$ cat config.mk
export PLATFORM = sky130hd
export DESIGN_NAME = fp_addsub_seq
export DESIGN_NICKNAME = d
export VERILOG_FILES = /design/src/rtl/fp_pkg.sv /design/src/rtl/fp_round_rne.sv /design/src/rtl/fp_addsub_seq.sv
export SDC_FILE = /design/constraint.sdc
export NUM_CORES = 1
export LEC_CHECK = 0
export ABC_AREA = 1
export BUFFER_PORTS_ARGS = -buffer_cell sky130_fd_sc_hd__buf_2
export CORE_MARGIN = 4
export CORE_UTILIZATION = 54
export DETAILED_ROUTE_END_ITERATION = 10
export PLACE_DENSITY = 0.69
export SLEW_MARGIN = 20
export SYNTH_ARGS = -nofsm -noshare
export SYNTH_HDL_FRONTEND = slang
export SYNTH_SLANG_ARGS = --single-unit
export TNS_END_PERCENT = 5
$ cat constraint.sdc
create_clock -name clk -period 6.55 [get_ports clk]
set_input_delay 0.3275 -clock clk [delete_from_list [all_inputs] [get_ports clk]]
set_output_delay 0.3275 -clock clk [all_outputs]
set_load 0.02 [all_outputs]
$ cat src/rtl/fp_pkg.sv
`default_nettype none
// ============================================================================
//  Module      : fp_pkg
//  Description : Shared types and helpers for the sequential floating-point
//                add/sub unit and its rounding stage. This covers the default
//                format widths, the FSM state encoding, operand classification,
//                and the exponent-constant and canonical-qNaN builders.
//  Revision    : 1.0  initial release
// ============================================================================
package fp_pkg;

    localparam int c_EXP_W_DEF  = 8;
    localparam int c_MAN_W_DEF  = 23;
    localparam int c_QNAN_MAX_W = 64;

    typedef enum logic [2:0] {
        ST_IDLE  = 3'd0,
        ST_ALIGN = 3'd1,
        ST_ADD   = 3'd2,
        ST_NORM  = 3'd3,
        ST_ROUND = 3'd4
    } fp_state_e;

    typedef enum logic [1:0] {
        FP_ZERO   = 2'd0,
        FP_INF    = 2'd1,
        FP_NAN    = 2'd2,
        FP_NORMAL = 2'd3
    } fp_class_e;

    function automatic int fp_bias(input int exp_w);
        return (1 << (exp_w - 1)) - 1;
    endfunction

    function automatic int fp_emax(input int exp_w);
        return (1 << exp_w) - 1;
    endfunction

    // Working exponent width: room for the carry increment and for up to
    // MAN_W+3 normalisation decrements below exponent 1, plus a sign bit.
    function automatic int fp_exp_calc_w(input int exp_w, input int man_w);
        return exp_w + $clog2(man_w + 4) + 2;
    endfunction

    // Canonical quiet NaN, right-aligned in a 64-bit word; callers slice the
    // low 1+exp_w+man_w bits.
    function automatic logic [c_QNAN_MAX_W-1:0] fp_qnan(input int exp_w, input int man_w);
        logic [c_QNAN_MAX_W-1:0] v;
        v = '0;
        for (int i = 0; i < exp_w; i++) begin
            v[man_w + i] = 1'b1;
        end
        v[man_w - 1] = 1'b1;
        return v;
    endfunction

    // Denormals (exponent 0) are classified as zero: the unit flushes them.
    function automatic fp_class_e fp_classify(input logic exp_zero,
                                              input logic exp_ones,
                                              input logic man_zero);
        fp_class_e cls;
        if (exp_zero) begin
            cls = FP_ZERO;
        end else if (exp_ones) begin
            cls = man_zero ? FP_INF : FP_NAN;
        end else begin
            cls = FP_NORMAL;
        end
        return cls;
    endfunction

endpackage
`default_nettype wire

$ cat src/rtl/fp_round_rne.sv
`default_nettype none
// ============================================================================
//  Module      : fp_round_rne
//  Description : Combinational round-to-nearest-even on a normalised
//                significand with guard/round/sticky bits. It adjusts the
//                exponent on mantissa carry-out, packs the result and detects
//                overflow (-> signed Inf) and underflow (-> signed zero).
//  Ports       : i_sign    result sign
//                i_exp     signed working exponent (biased)
//                i_frac    {mantissa[MAN_W-1:0], G, R, S} (hidden bit implied)
//                o_result  packed {sign, exponent, mantissa}
//                o_ovf     exponent reached all-ones after rounding
//                o_unf     exponent at or below zero after rounding
//  Revision    : 1.0  initial release
// ============================================================================
module fp_round_rne
    import fp_pkg::*;
#(
    parameter int EXP_W = c_EXP_W_DEF,
    parameter int MAN_W = c_MAN_W_DEF,
    localparam int c_W  = 1 + EXP_W + MAN_W,
    localparam int c_EW = fp_exp_calc_w(EXP_W, MAN_W)
) (
    input  logic                   i_sign,
    input  logic signed [c_EW-1:0] i_exp,
    input  logic [MAN_W+2:0]       i_frac,
    output logic [c_W-1:0]         o_result,
    output logic                   o_ovf,
    output logic                   o_unf
);

    localparam logic signed [c_EW-1:0] c_ONE    = c_EW'(1);
    localparam logic signed [c_EW-1:0] c_ZERO   = '0;
    localparam logic signed [c_EW-1:0] c_EMAX_S = c_EW'(fp_emax(EXP_W));

    logic                   w_lsb;
    logic                   w_guard;
    logic                   w_round;
    logic                   w_sticky;
    logic                   w_round_up;
    logic [MAN_W:0]         w_man_inc;
    logic                   w_carry;
    logic signed [c_EW-1:0] w_exp_rnd;

    assign w_lsb      = i_frac[3];
    assign w_guard    = i_frac[2];
    assign w_round    = i_frac[1];
    assign w_sticky   = i_frac[0];
    // Round up above half-way, or exactly half-way when the LSB is odd.
    assign w_round_up = w_guard & (w_round | w_sticky | w_lsb);
    assign w_man_inc  = {1'b0, i_frac[MAN_W+2:3]} + {{MAN_W{1'b0}}, w_round_up};
    assign w_carry    = w_man_inc[MAN_W];
    // On carry the mantissa wraps to zero and the significand becomes 10.0..0.
    assign w_exp_rnd  = i_exp + (w_carry ? c_ONE : c_ZERO);

    always_comb begin
        o_ovf    = 1'b0;
        o_unf    = 1'b0;
        o_result = {i_sign, w_exp_rnd[EXP_W-1:0], w_man_inc[MAN_W-1:0]};
        if (w_exp_rnd >= c_EMAX_S) begin
            o_ovf    = 1'b1;
            o_result = {i_sign, {EXP_W{1'b1}}, {MAN_W{1'b0}}};
        end else if (w_exp_rnd <= c_ZERO) begin
            o_unf    = 1'b1;
            o_result = {i_sign, {(c_W-1){1'b0}}};
        end
    end

endmodule
`default_nettype wire

$ cat src/rtl/fp_addsub_seq.sv
`default_nettype none
// ============================================================================
//  Module      : fp_addsub_seq
//  Description : Multi-cycle floating-point adder/subtractor with
//                round-to-nearest-even, flush-to-zero of denormals,
//                Inf/NaN/signed-zero handling and exception flags.
//                Normalisation shifts left one bit per cycle, so the latency
//                is 4 + L cycles, where L is the number of left shifts.
//  Ports       : clk, reset_n  clock, synchronous active-low reset
//                enable        start request (sampled in IDLE only)
//                op_sub        1: dataa - datab
//                dataa, datab  operands
//                result        registered result, held until next done
//                done          one-cycle result-valid pulse
//                busy          operation in flight
//                flag_ovf/unf/inv  exception flags, valid with done, held
//  Revision    : 1.0  initial release
// ============================================================================
module fp_addsub_seq
    import fp_pkg::*;
#(
    parameter int EXP_W = c_EXP_W_DEF,
    parameter int MAN_W = c_MAN_W_DEF,
    localparam int c_W  = 1 + EXP_W + MAN_W
) (
    input  logic           clk,
    input  logic           reset_n,
    input  logic           enable,
    input  logic           op_sub,
    input  logic [c_W-1:0] dataa,
    input  logic [c_W-1:0] datab,
    output logic [c_W-1:0] result,
    output logic           done,
    output logic           busy,
    output logic           flag_ovf,
    output logic           flag_unf,
    output logic           flag_inv
);

    localparam int c_SW = MAN_W + 4;  // hidden + mantissa + G/R/S
    localparam int c_EW = fp_exp_calc_w(EXP_W, MAN_W);
    localparam logic [c_QNAN_MAX_W-1:0] c_QNAN_FULL = fp_qnan(EXP_W, MAN_W);
    localparam logic [c_W-1:0]          c_QNAN      = c_QNAN_FULL[c_W-1:0];
    localparam logic [EXP_W-1:0]        c_EXP_ONES  = '1;
    localparam logic [31:0]             c_DIFF_MAX  = 32'(c_SW - 1);
    localparam logic signed [c_EW-1:0]  c_EXP_ONE   = c_EW'(1);

    // ------------------------------------------------------------------
    // State
    // ------------------------------------------------------------------
    fp_state_e              state_q,       state_d;
    logic [c_W-1:0]         a_q,           a_d;
    logic [c_W-1:0]         b_q,           b_d;
    logic                   sign_q,        sign_d;
    logic signed [c_EW-1:0] exp_q,         exp_d;
    logic [c_SW-1:0]        big_q,         big_d;
    logic [c_SW-1:0]        small_q,       small_d;
    logic                   eff_sub_q,     eff_sub_d;
    logic                   special_q,     special_d;
    logic [c_W-1:0]         spec_res_q,    spec_res_d;
    logic                   spec_inv_q,    spec_inv_d;
    logic [c_SW:0]          sum_q,         sum_d;
    logic [c_W-1:0]         result_q,      result_d;
    logic                   done_q,        done_d;
    logic                   busy_q,        busy_d;
    logic                   ovf_q,         ovf_d;
    logic                   unf_q,         unf_d;
    logic                   inv_q,         inv_d;

    // ------------------------------------------------------------------
    // Operand classification, swap and alignment (used in ALIGN)
    // ------------------------------------------------------------------
    logic [EXP_W-1:0] w_a_exp, w_b_exp, w_big_exp, w_small_exp, w_diff;
    logic [MAN_W-1:0] w_a_man, w_b_man, w_big_man, w_small_man;
    logic             w_a_sign, w_b_sign, w_swap;
    fp_class_e        w_a_cls, w_b_cls;
    logic [c_SW-1:0]  w_small_sig, w_shifted, w_lost_mask, w_aligned;
    logic             w_sticky;
    logic [31:0]      w_diff_32;
    logic             w_special;
    logic [c_W-1:0]   w_spec_res;
    logic             w_spec_inv;

    assign w_a_sign = a_q[c_W-1];
    assign w_b_sign = b_q[c_W-1];
    assign w_a_exp  = a_q[c_W-2:MAN_W];
    assign w_b_exp  = b_q[c_W-2:MAN_W];
    assign w_a_man  = a_q[MAN_W-1:0];
    assign w_b_man  = b_q[MAN_W-1:0];
    assign w_a_cls  = fp_classify(w_a_exp == '0, w_a_exp == c_EXP_ONES, w_a_man == '0);
    assign w_b_cls  = fp_classify(w_b_exp == '0, w_b_exp == c_EXP_ONES, w_b_man == '0);

    // Magnitude compare on {exponent, mantissa} orders the operands.
    assign w_swap      = b_q[c_W-2:0] > a_q[c_W-2:0];
    assign w_big_exp   = w_swap ? w_b_exp : w_a_exp;
    assign w_big_man   = w_swap ? w_b_man : w_a_man;
    assign w_small_exp = w_swap ? w_a_exp : w_b_exp;
    assign w_small_man = w_swap ? w_a_man : w_b_man;
    assign w_diff      = w_big_exp - w_small_exp;
    assign w_diff_32   = 32'(w_diff);

    assign w_small_sig = {1'b1, w_small_man, 3'b000};
    assign w_shifted   = w_small_sig >> w_diff;
    assign w_lost_mask = ~({c_SW{1'b1}} << w_diff);
    assign w_sticky    = |(w_small_sig & w_lost_mask);
    // Beyond the datapath width only the (always set) sticky survives.
    assign w_aligned   = (w_diff_32 > c_DIFF_MAX) ? {{(c_SW-1){1'b0}}, 1'b1}
                                                  : (w_shifted | {{(c_SW-1){1'b0}}, w_sticky});

    always_comb begin
        w_special  = 1'b1;
        w_spec_inv = 1'b0;
        w_spec_res = a_q;
        if (w_a_cls == FP_NAN || w_b_cls == FP_NAN) begin
            w_spec_res = c_QNAN;
        end else if (w_a_cls == FP_INF && w_b_cls == FP_INF) begin
            if (w_a_sign != w_b_sign) begin
                w_spec_res = c_QNAN;
                w_spec_inv = 1'b1;
            end else begin
                w_spec_res = a_q;
            end
        end else if (w_a_cls == FP_INF) begin
            w_spec_res = a_q;
        end else if (w_b_cls == FP_INF) begin
            w_spec_res = b_q;
        end else if (w_a_cls == FP_ZERO && w_b_cls == FP_ZERO) begin
            // Only -0 + -0 keeps the negative sign.
            w_spec_res = {w_a_sign & w_b_sign, {(c_W-1){1'b0}}};
        end else if (w_a_cls == FP_ZERO) begin
            w_spec_res = b_q;
        end else if (w_b_cls == FP_ZERO) begin
            w_spec_res = a_q;
        end else begin
            w_special = 1'b0;
        end
    end

    // ------------------------------------------------------------------
    // Rounding / packing
    // ------------------------------------------------------------------
    logic [c_W-1:0] w_rnd_result;
    logic           w_rnd_ovf;
    logic           w_rnd_unf;

    fp_round_rne #(
        .EXP_W (EXP_W),
        .MAN_W (MAN_W)
    ) u_round (
        .i_sign   (sign_q),
        .i_exp    (exp_q),
        .i_frac   (sum_q[c_SW-2:0]),
        .o_result (w_rnd_result),
        .o_ovf    (w_rnd_ovf),
        .o_unf    (w_rnd_unf)
    );

    // ------------------------------------------------------------------
    // Next-state logic
    // ------------------------------------------------------------------
    always_comb begin
        state_d    = state_q;
        a_d        = a_q;
        b_d        = b_q;
        sign_d     = sign_q;
        exp_d      = exp_q;
        big_d      = big_q;
        small_d    = small_q;
        eff_sub_d  = eff_sub_q;
        special_d  = special_q;
        spec_res_d = spec_res_q;
        spec_inv_d = spec_inv_q;
        sum_d      = sum_q;
        result_d   = result_q;
        done_d     = 1'b0;
        busy_d     = busy_q;
        ovf_d      = ovf_q;
        unf_d      = unf_q;
        inv_d      = inv_q;

        case (state_q)
            ST_IDLE: begin
                if (enable) begin
                    a_d     = dataa;
                    b_d     = {datab[c_W-1] ^ op_sub, datab[c_W-2:0]};
                    busy_d  = 1'b1;
                    ovf_d   = 1'b0;
                    unf_d   = 1'b0;
                    inv_d   = 1'b0;
                    state_d = ST_ALIGN;
                end
            end
            ST_ALIGN: begin
                sign_d     = w_swap ? w_b_sign : w_a_sign;
                exp_d      = c_EW'(w_big_exp);
                big_d      = {1'b1, w_big_man, 3'b000};
                small_d    = w_aligned;
                eff_sub_d  = w_a_sign ^ w_b_sign;
                special_d  = w_special;
                spec_res_d = w_spec_res;
                spec_inv_d = w_spec_inv;
                state_d    = ST_ADD;
            end
            ST_ADD: begin
                if (eff_sub_q) begin
                    sum_d = {1'b0, big_q} - {1'b0, small_q};
                end else begin
                    sum_d = {1'b0, big_q} + {1'b0, small_q};
                end
                state_d = ST_NORM;
            end
            ST_NORM: begin
                if (special_q) begin
                    state_d = ST_ROUND;
                end else if (sum_q[c_SW]) begin
                    // Carry out: fold the dropped LSB into sticky.
                    sum_d   = {1'b0, sum_q[c_SW:2], sum_q[1] | sum_q[0]};
                    exp_d   = exp_q + c_EXP_ONE;
                    state_d = ST_ROUND;
                end else if (sum_q[c_SW-1] || sum_q == '0) begin
                    state_d = ST_ROUND;
                end else begin
                    sum_d = sum_q << 1;
                    exp_d = exp_q - c_EXP_ONE;
                end
            end
            ST_ROUND: begin
                if (special_q) begin
                    result_d = spec_res_q;
                    inv_d    = spec_inv_q;
                end else if (sum_q == '0) begin
                    result_d = '0;
                end else begin
                    result_d = w_rnd_result;
                    ovf_d    = w_rnd_ovf;
                    unf_d    = w_rnd_unf;
                end
                done_d  = 1'b1;
                busy_d  = 1'b0;
                state_d = ST_IDLE;
            end
            default: begin
                state_d = ST_IDLE;
                busy_d  = 1'b0;
            end
        endcase
    end

    always_ff @(posedge clk) begin
        if (!reset_n) begin
            state_q    <= ST_IDLE;
            a_q        <= '0;
            b_q        <= '0;
            sign_q     <= 1'b0;
            exp_q      <= '0;
            big_q      <= '0;
            small_q    <= '0;
            eff_sub_q  <= 1'b0;
            special_q  <= 1'b0;
            spec_res_q <= '0;
            spec_inv_q <= 1'b0;
            sum_q      <= '0;
            result_q   <= '0;
            done_q     <= 1'b0;
            busy_q     <= 1'b0;
            ovf_q      <= 1'b0;
            unf_q      <= 1'b0;
            inv_q      <= 1'b0;
        end else begin
            state_q    <= state_d;
            a_q        <= a_d;
            b_q        <= b_d;
            sign_q     <= sign_d;
            exp_q      <= exp_d;
            big_q      <= big_d;
            small_q    <= small_d;
            eff_sub_q  <= eff_sub_d;
            special_q  <= special_d;
            spec_res_q <= spec_res_d;
            spec_inv_q <= spec_inv_d;
            sum_q      <= sum_d;
            result_q   <= result_d;
            done_q     <= done_d;
            busy_q     <= busy_d;
            ovf_q      <= ovf_d;
            unf_q      <= unf_d;
            inv_q      <= inv_d;
        end
    end

    assign result   = result_q;
    assign done     = done_q;
    assign busy     = busy_q;
    assign flag_ovf = ovf_q;
    assign flag_unf = unf_q;
    assign flag_inv = inv_q;

endmodule
`default_nettype wire

==> results.txt <==
The flow ran to the end, and the final reports show no timing, DRC or antenna violations. The setup TNS came out at 0 ns. The largest net degree at the start of global routing is 105.

Synthesis produced a netlist with a net count of 2710. The number of buffers created by CTS is 27. The ratio of routed vias to standard cells is 6.046.

The hold violation count in the final report is 0. The flip-flop and latch count after synthesis came out at 234. The stage delay of the slowest cell on the critical path is 0.58 ns.

The via count is 17940. The proportion of synthesized flip-flops having asynchronous set or reset is 0%. For this design, the slowest cell found on the critical path is sky130_fd_sc_hd__nand3_1. The worst setup path is launched from a flop. The synthesized cell area came out at 16520 um2. The number of antenna cells inserted is 0. The aggregate global-route resource usage is 33.06%. Based on the critical path, the design can be clocked at up to 0.1844 GHz. The netlist uses 59 different library cells.

The setup path with the least slack is of type flop to flop. The max-slew violation count is 0. The switching share of power came out at 49.02%. The Yosys warning count is 0. The top cell type's share of synthesized area came out at 28.36%.

The cell count after synthesis came out at 2542. The number of buffers inserted for hold repair after clock tree synthesis came out at 0. The switching power summed over all nets is 3457 uW. The post-synthesis cell type with the largest combined area is sky130_fd_sc_hd__dfxtp_1. The cell internal power dissipation is 3596 uW.

The count of filler cells inserted in the layout came out at 2961. The first global-routing pass estimated 89510 um of wire. Summing all multi-input logic gate instances after layout gives 10090 um2.

The count of final setup violators is 0. The TritonCTS clock tree is yes. The number of ports placed on the die boundary is 105. Per report_power, the sequential group accounts for 25.4% of the total.

The total wire length came out at 57970 um. Averaged over all synthesized cells, the footprint is 6.498 um2. The floorplan step defined a die boundary enclosing 33450 um2. The maximum level of the CTS H-tree is 1. After routing the design area is 18080 um2. The cell area after placement came out at 17160 um2. The CTS clock-pin slew for the worst setup and hold paths is 0.06 ns. The clock skew after layout came out at 0.02044 ns. The core area is 29870 um2. Once the clock tree was built, the resizer swapped 0 gates to a different size. Counting along the longest clock path gives a buffer depth of 3.

The tool flagged a number of max-cap violations equal to 0. Measured against its own limit, the worst slew margin works out to 29.65%. By instance count, the cell type seen most on the critical path is sky130_fd_sc_hd__inv_1. The number of synthesized flops with an enable pin came out at 0.

The die extent in x is 182.9 um. The overall overflow remaining after global route came out at 0. In this run the worst hold path is classified as primary input to flop. In this run the worst path has a maximum fanout of 20. Among all flip-flop cells after synthesis, the most frequent one is sky130_fd_sc_hd__dfxtp_1. Yosys instantiated no cell more often than sky130_fd_sc_hd__nand2_1.

After legalization and detailed placement, the total HPWL measured 43560 um. The sequential-to-total area share from yosys stat is 28.36%. The count of buffers from port buffering is 104. The sequential standard cell area is 4684 um2.

The routability congestion estimate from global placement came out at 0.9953. The residual DRC count came out at 0. After the first detailed-routing iteration, the DRC count stood at 2182. At the placement stage, the worst setup path has a slack of 1.202 ns.

The share of layout cells above drive strength 1 is 8.498%. The required time of the worst setup path came out at 7.05 ns. The final routed wire length divided by cell count came out at 19.54 um.

The power density normalized to cell area came out at 390.2 nW/um2. For this design, the sink count on the clock tree is 234. The post-synthesis to final-layout area growth is 9.430%. Summed over all cells, the static leakage comes to 0.008185 uW.

The clock share of power is 22.5%. The initialized floorplan defines 63 standard-cell rows. The final worst setup slack is 1.126 ns. The final total power is 7053 uW. The maximum resistive drop on vdd came out at 0.0003068 V. From bottom edge to top edge, the die measures 182.9 um. Counting instances in the post-synthesis netlist gives the leading cell types as sky130_fd_sc_hd__nand2_1 (587), sky130_fd_sc_hd__a21oi_1 (314), sky130_fd_sc_hd__inv_1 (312). The capturing element type of the critical path is a flop.

The number of nets in the layout is 2727. The number of antenna violations at the first check in global routing is 0. For the pin with the worst max-slew slack, the measured transition is 1.055 ns. Setup repair after global routing left no endpoint under its margin. The combinational group share of total power came out at 52.1%. The data arrival at the endpoint of the critical path is 5.93 ns. The time the final worst path needs with I/O delays and setup came out at 5.424 ns. The buffer count from post-CTS setup fixing came out at 0. The insertion delay to the later sink of the worst-skew pair is 0.56 ns. In the post-synthesis netlist, the biggest area contributors are sky130_fd_sc_hd__dfxtp_1 (28%), sky130_fd_sc_hd__nand2_1 (13%), sky130_fd_sc_hd__a21oi_1 (9.5%). The initial utilization of the core area, before any placement, comes to 55.29%. The tree is rooted in a sky130_fd_sc_hd__clkbuf_16. The first-pass iteration count of the detailed router is 5. The count of nets left with antenna violations after detail routing is 0. The final critical-path share of the clock period came out at 82.81%. The via count of the first global-routing pass is 15660.
[layout by cell type, fill, tap and decap left out, drive strengths merged, types with 34 or more instances in the layout]
cell and n:
a21oi 316, a22o 35, buf 124, clkbuf 34
dfxtp 234, ha 98, inv 321, nand2 599
nand3 110, nand4 42, nor2 121, o21ai 253
o22ai 45
[final timing paths]
path | from | end | slack [ns] | depth (start not counted)
worst max-delay path | sum_q[5] | result[21] | 1.13 | 32
worst min-delay path | dataa[2] | a_q[2] | 0.05 | 3
worst max register to register | sum_q[5] | result[21] | 1.13 | 32
worst min register to register | flag_ovf | flag_ovf | 0.46 | 2
[registers in the layout (all words and copies together) (netlist names), 3 cells and up]
register / count
a_q: 32
b_q: 32
big_q: 24
exp_q: 15
result: 32
small_q: 27
spec_res_q: 32
state_q: 3
sum_q: 28
[area by class of cell]
type | instances | area share (%)
tap | 390 | 2.700
sequential | 234 | 25.92
clock buffer | 34 | 3.994
clock inverter | 13 | 1.094
inverter | 324 | 6.735
timing repair buffer | 124 | 3.745
multi-input combinational | 1848 | 55.82
[metal layers]
layer | up-vias | part of all wire [%] | global-route usage (%)
li1 | 8659 | - | -
met1 | 8275 | 44 | 49.57
met2 | 916 | 43 | 49.76
met3 | 87 | 10 | 5.692
met4 | 0 | 2.4 | 7.569
met5 | - | 0 | 0
[worst max-delay path: cells and delay by family, from the launching register on]
kind            cells  cell delay, ns
fa+ha+maj           2            0.39
buf+inv             7            0.45
simple gates       18            2.85
flops               1            0.44
compound gates      5            1.22
[power by group through the flow]
stage	Combinational (uW)	Sequential, uW	Clock, uW
final	3670	1790	1580
after floorplan	2630	1730	0
after detailed placement	3560	1810	0
after global routing	4050	1810	1650
after global placement	3540	1810	0
after CTS	3580	1780	1590
[metrics by stage]
stage / hold slack (ns) / instances / util (%)
after floorplan: 0.4425 / 2542 / -
after global placement: 0.4497 / 2919 / 57.39
after CTS: 0.03695 / 2967 / 60.51
final: 0.04785 / 2967 / 60.51
after global routing: 0.04560 / 2967 / 60.51
after detailed placement: 0.4534 / 2920 / 57.43
[cell families after synthesis]
kind of cell / synth area share [%]
flip-flops: 28.36
AND/OR/NAND/NOR: 24.07
AO/OA/AOI/OAI: 26.69
adder cells (fa/ha/maj): 7.666
buffers and inverters: 10.74
multiplexers: 0.6666
XOR/XNOR: 1.803
No activity file was read; power rests on OpenSTA's default activity.
